[config.mk]
export PLATFORM = sky130hd
export DESIGN_NAME = shift_register_univ
export DESIGN_NICKNAME = d
export VERILOG_FILES = /design/src/rtl/shift_register_univ.sv
export SDC_FILE = /design/constraint.sdc
export NUM_CORES = 1
export LEC_CHECK = 0
export ABC_AREA = 1
export ABC_CLOCK_PERIOD_IN_PS = 1210
export BUFFER_PORTS_ARGS = -buffer_cell sky130_fd_sc_hd__buf_2
export CAP_MARGIN = 20
export CORE_MARGIN = 2
export CORE_UTILIZATION = 43
export DETAILED_ROUTE_END_ITERATION = 8
export HOLD_SLACK_MARGIN = 0.1
export PLACE_DENSITY = 0.73
export SKIP_CTS_REPAIR_TIMING = 1
export SYNTH_ARGS = -nofsm -noshare
export SYNTH_HDL_FRONTEND = slang
export SYNTH_SLANG_ARGS = --single-unit
[constraint.sdc]
create_clock -name clk -period 1.21 [get_ports clk]
set_clock_uncertainty 0.1 [all_clocks]
set_input_delay 0.0605 -clock clk [delete_from_list [all_inputs] [get_ports clk]]
set_output_delay 0.0605 -clock clk [all_outputs]
set_load 0.02 [all_outputs]
[src/rtl/shift_register_univ.sv]
// Universal WIDTH-bit register: hold / shift right / shift left / parallel load, plus a saturating shift counter and done flag.
// Latency: 1 cycle, all outputs registered except sout_*; no backpressure, en acts as a stall.
module shift_register_univ #(
    parameter int                 WIDTH       = 8,
    parameter logic [WIDTH-1:0]   RESET_VALUE = {WIDTH{1'b0}},
    localparam int                CW          = $clog2(WIDTH + 1)
) (
    input  logic             clk,
    input  logic             reset_n,
    input  logic             clr,
    input  logic             en,
    input  logic [1:0]       mode,
    input  logic             sin_msb,
    input  logic             sin_lsb,
    input  logic [WIDTH-1:0] d,
    output logic [WIDTH-1:0] q,
    output logic             sout_msb,
    output logic             sout_lsb,
    output logic [CW-1:0]    cnt,
    output logic             done
);

    typedef enum logic [1:0] {
        MODE_HOLD = 2'b00,
        MODE_SHR  = 2'b01,
        MODE_SHL  = 2'b10,
        MODE_LOAD = 2'b11
    } mode_t;

    localparam logic [CW-1:0] CNT_MAX = CW'(WIDTH);

    logic [WIDTH-1:0] q_nxt;
    logic [CW-1:0]    cnt_nxt;
    logic [CW-1:0]    cnt_inc;
    logic             done_nxt;

    // Counter stops at WIDTH; data keeps shifting past that point.
    assign cnt_inc = (cnt == CNT_MAX) ? cnt : cnt + 1'b1;

    always_comb begin
        q_nxt   = q;
        cnt_nxt = cnt;
        case (mode_t'(mode))
            MODE_SHR: begin
                q_nxt   = {sin_msb, q[WIDTH-1:1]};
                cnt_nxt = cnt_inc;
            end
            MODE_SHL: begin
                q_nxt   = {q[WIDTH-2:0], sin_lsb};
                cnt_nxt = cnt_inc;
            end
            MODE_LOAD: begin
                q_nxt   = d;
                cnt_nxt = '0;
            end
            default: begin
                q_nxt   = q;
                cnt_nxt = cnt;
            end
        endcase
        done_nxt = (cnt_nxt == CNT_MAX);
    end

    always_ff @(posedge clk or negedge reset_n) begin
        if (!reset_n) begin
            q    <= RESET_VALUE;
            cnt  <= '0;
            done <= 1'b0;
        end else if (clr) begin
            q    <= RESET_VALUE;
            cnt  <= '0;
            done <= 1'b0;
        end else if (en) begin
            q    <= q_nxt;
            cnt  <= cnt_nxt;
            done <= done_nxt;
        end
    end

    assign sout_msb = q[WIDTH-1];
    assign sout_lsb = q[0];

endmodule
# After elaboration in Yosys (flattened, before gate mapping)
# Index checks and enable logic that the tools add are counted.
# op_classes
addsub	1
eq_ne	5
n_reduce_logical	4
n_mux	9
# ops
operator	n
8-bit one-hot mux with 3 select lines	1
8-bit two-way mux	2
4-bit two-way mux	3
4-bit equality test, second input constant	2
4-bit one-hot mux with 2 select lines	1
4-bit by 1-bit adder with 4-bit output, second input constant	1
2-bit equality test, second input constant	2
4-bit nonzero test	1
2-bit by 1-bit equality test with 1-bit output, second input constant	1
1-bit two-way mux	2
2-bit AND reduction	1
2-bit nonzero test	1
2-bit OR reduction	1
# word_totals
elab_cells	22
ff_bits	13
output_inout_bits	15

# Depth between registers and ports, before layout
# depth
depth_word	6
depth_mapped	10

# Worst setup path after synthesis
# No wires, ideal clock.
# synth_timing
path_type	register to register
startpoint	register cnt[0]
endpoint	register done
t_required_ps	993
slack_ps	-279
arrival_time_ps	1271
stages_incl_launch_ff	11
cell_sequence	dfrtp_1 inv_1 ha_1 nand3_1 nand2_1 inv_1 nand2_1 nand2_1 nor2_1 nand3_1 nand2_1
# synth_via
elab_chain_len	6
# synth_lines
item	line_no	rtl
start: declaration	19	output logic [CW-1:0] cnt,
start signal: assignment	75	cnt <= cnt_nxt;
4-bit by 1-bit adder with 4-bit output / 4-bit equality test (equally long branches)	38	assign cnt_inc = (cnt == CNT_MAX) ? cnt : cnt + 1'b1;
4-bit two-way mux	38	
4-bit one-hot mux with 2 select lines (*)	43	case (mode_t'(mode))
4-bit equality test (*)	61	done_nxt = (cnt_nxt == CNT_MAX);
1-bit two-way mux (*)	73	end else if (en) begin
1-bit two-way mux (*)	69	end else if (clr) begin
end signal: assignment	76	done <= done_nxt;
end: declaration	20	output logic done
# Mark *: on every way between the ends. The rest lies on a longest branch, timed or not. The select of a mux whose other input is x is not followed.
# A chain may end at the register's enable or synchronous reset.

# Worst setup path after layout
# Same ends and word-level chain as after synthesis.

==> flow_metrics.tcl <==
set metrics [dict create \
    report.final.slew_viol_count 0 \
    yosysTopAreaCell "dfrtp_1" \
    synth_cells 115 \
    crit_path_start_kind "flop" \
    end_kind "flop" \
    root_buffer "clkbuf_4" \
    ys_seq_elements 13 \
    power_density_nw_per_um2 959 \
    grt_max_degree 14 \
    antennaDiodeCount 0 \
    final_hold_viol_count 0 \
    synth_top_area_share_pct 37.0 \
    hp-class "input port to flop" \
    grtUsageTotal_pct 19.9 \
    routed_via_density 4.92 \
    failed_checks "setup timing" \
    h-tree-depth 1 \
    clkSinkCount 13 \
    critPathTopFamily "simple AND/OR/NAND/NOR gates" \
    leakagePower_nw 0.651 \
    dr.pass1.iters 4 \
    cts_tree "built" \
    worst_path_most_repeated_cell "nand2_1" \
    outcome "finished, violations left" \
    clk_latency_ns 0.28 \
    num-fill-cells 180 \
    fmax_ghz 0.753 \
    power_mw 1.22 \
    core_area_um2 1940 \
    worstMarginPinSlew_ns 0.252 \
    worstPathRequired_ns 1.29 \
    crit_chain "ha_2, nand2_1, nand2_1, nor2_1, nand2_1, nand2_1, nor2_1, nand3_1, nand2_1" \
    grt_antenna_before_repair 0 \
    critPathBufInv 0 \
    dieArea_um2 2420 \
    postPlaceCellArea_um2 1150 \
    period_share_pct 110 \
    crit_path_max_fanout 4 \
    hold_ws_ns 0.0382 \
    num_vias 949 \
    drt-initial-drc-count 18 \
    syn_avg_cell_area_um2 7.64 \
    path_clk_slew_ns 0.09 \
    syn-num-nets 137 \
    period_minus_slack_ns 1.33 \
    drv_cap 0 \
    seq_area_frac_synth_pct 37.0 \
    yosysUniqueCellTypes 19 \
    drive_gt1_share_pct 39.8 \
    numCtsBuffers 3 \
    rsz0062_at_grt "true" \
    place_ws_ns -0.133 \
    grt_pass1_vias 916 \
    slowest_delay_ns 0.44 \
    synth-edff-count 0 \
    gp_congestion 0.884 \
    final.setup.worst_slack_ns -0.118 \
    synthToLayoutAreaGrowth_pct 44.7 \
    drt-total-wl_um 2430 \
    critPathKind "flop to flop" \
    r2r_setup_slack_ns -0.12 \
    num_rows 16 \
    ys_warn_count 0 \
    layout.nets 189 \
    syn-cell-area_um2 878 \
    ios 31 \
    vdd_drop_max_mv 0.668 \
    globalRoute.totalOverflow 0 \
    drc 0 \
    cp.arrival_ns 1.40 \
    synth_area_leaders "dfrtp_1, nand2_1, inv_1, ha_1, o22ai_1" \
    start_util_pct 45.2 \
    grt_pass1_wl_um 3800 \
    hpwl_um 1750 \
    fp.dieW_um 49.2 \
    cp_slowest_cell "dfrtp_2" \
    slew_headroom_pct 83.2 \
    setup_violations 5 \
    async_flop_share_pct 100 \
    ant_nets 0 \
    ys.flop_type "dfrtp_1" \
    port_buffers 30 \
    clk_path_buf_depth 2 \
    design_area_um2 1270 \
    die_y_um 49.2 \
    routedWlPerCell_um 12.6 \
]
-- per-stage QoR --
step	std cells	TNS, ns	utilization, %
4_1_cts	185	-0.417	60.6
3_5_place_dp	181	-0.770	59.3
3_3_place_gp	181	-0.416	59.3
2_1_floorplan	115	-0.301	-
5_1_grt	193	-0.772	65.5
6_report	193	-0.224	65.5
-- state kept, by name, summed over array words and instances, names as in the netlist --
signal / count
q: 8
done: 1
cnt: 4
-- worst register-to-register path, delay by kind of cell (launching register included) --
kind	cells	cell delay (ns)
adders and majority gates	1	0.20
and+or+nand+nor	8	0.47
DFF	1	0.44
-- final timing paths --
path / startpoint / endpoint / cells after the start
min reg2reg: done$_DFFE_PN0P_ / done$_DFFE_PN0P_ / 2
max: cnt[0]$_DFFE_PN0P_ / done$_DFFE_PN0P_ / 9
max in group asynchronous: reset_n / cnt[2]$_DFFE_PN0P_ / 3
min in group asynchronous: reset_n / cnt[0]$_DFFE_PN0P_ / 2
min: d[6] / q[6]$_DFFE_PN0P_ / 5
max reg2reg: cnt[0]$_DFFE_PN0P_ / done$_DFFE_PN0P_ / 9
-- layout make-up --
class,instances,area [µm²],area share (%)
Multi-Input combinational cell,77,482,37.9
Sequential cell,13,329,25.9
Timing Repair Buffer,50,318,25.0
Inverter,22,82.6,6.50
Tap cell,27,33.8,2.66
Clock buffer,4,26.3,2.07
-- Yosys cell counts (2+ instances only) --
library cell and count:
nor2_2 2, a21oi_1 8, nand2_1 25, buf_4 2, nand3_1 6, o22ai_1 9
inv_1 22, dfrtp_1 13, nor2_1 4, o21ai_0 10, ha_1 6
-- layer usage --
| layer | global-route usage [%] | vias to the layer above | share of wire, % |
|---|---|---|---|
| li1 | - | 472 | - |
| met1 | 22.4 | 437 | 42 |
| met2 | 37.2 | 34 | 51 |
| met3 | 3.37 | 6 | 4.6 |
| met4 | 6.67 | 0 | 2.8 |
| met5 | 0 | - | 0 |
-- cells in the final DEF (no fill, tap or decap) --
master and count:
dlygate4sd3_1 7, o22ai_1 8, o21ai_2 1, dfrtp_2 3, o21bai_1 1, a21oi_2 1
ha_2 1, nor2_8 1, clkbuf_1 1, nand3_1 4, inv_2 3, nor2_2 2
nand2_2 2, a21oi_1 8, ha_4 1, ha_1 4, clkbuf_4 3, o21ai_1 2
buf_4 13, nand2_1 24, inv_1 19, nand3_2 3, o21ai_0 7, nand4_1 1
a31oi_2 1, dfrtp_1 10, nor2_1 4, buf_2 30, o22ai_2 1
-- power by group --
part / leakage [nW] / internal [mW] / switching, mW
logic: 0.464 / 0.185 / 0.244
registers: 0.172 / 0.471 / 0.0329
clock network: 0.0150 / 0.128 / 0.157
total: 0.651 / 0.785 / 0.434
-- cells by family (layout without fill, tap and decap cells) --
kind of cell | Yosys count | after routing | synth area share [%]
simple gates | 41 | 41 | 22.1
flops | 13 | 13 | 37.0
fa+ha+maj | 6 | 6 | 8.55
compound gates | 30 | 30 | 19.9
buf+inv | 25 | 76 | 12.4
Note: power is estimated with default switching activity, not from simulation.
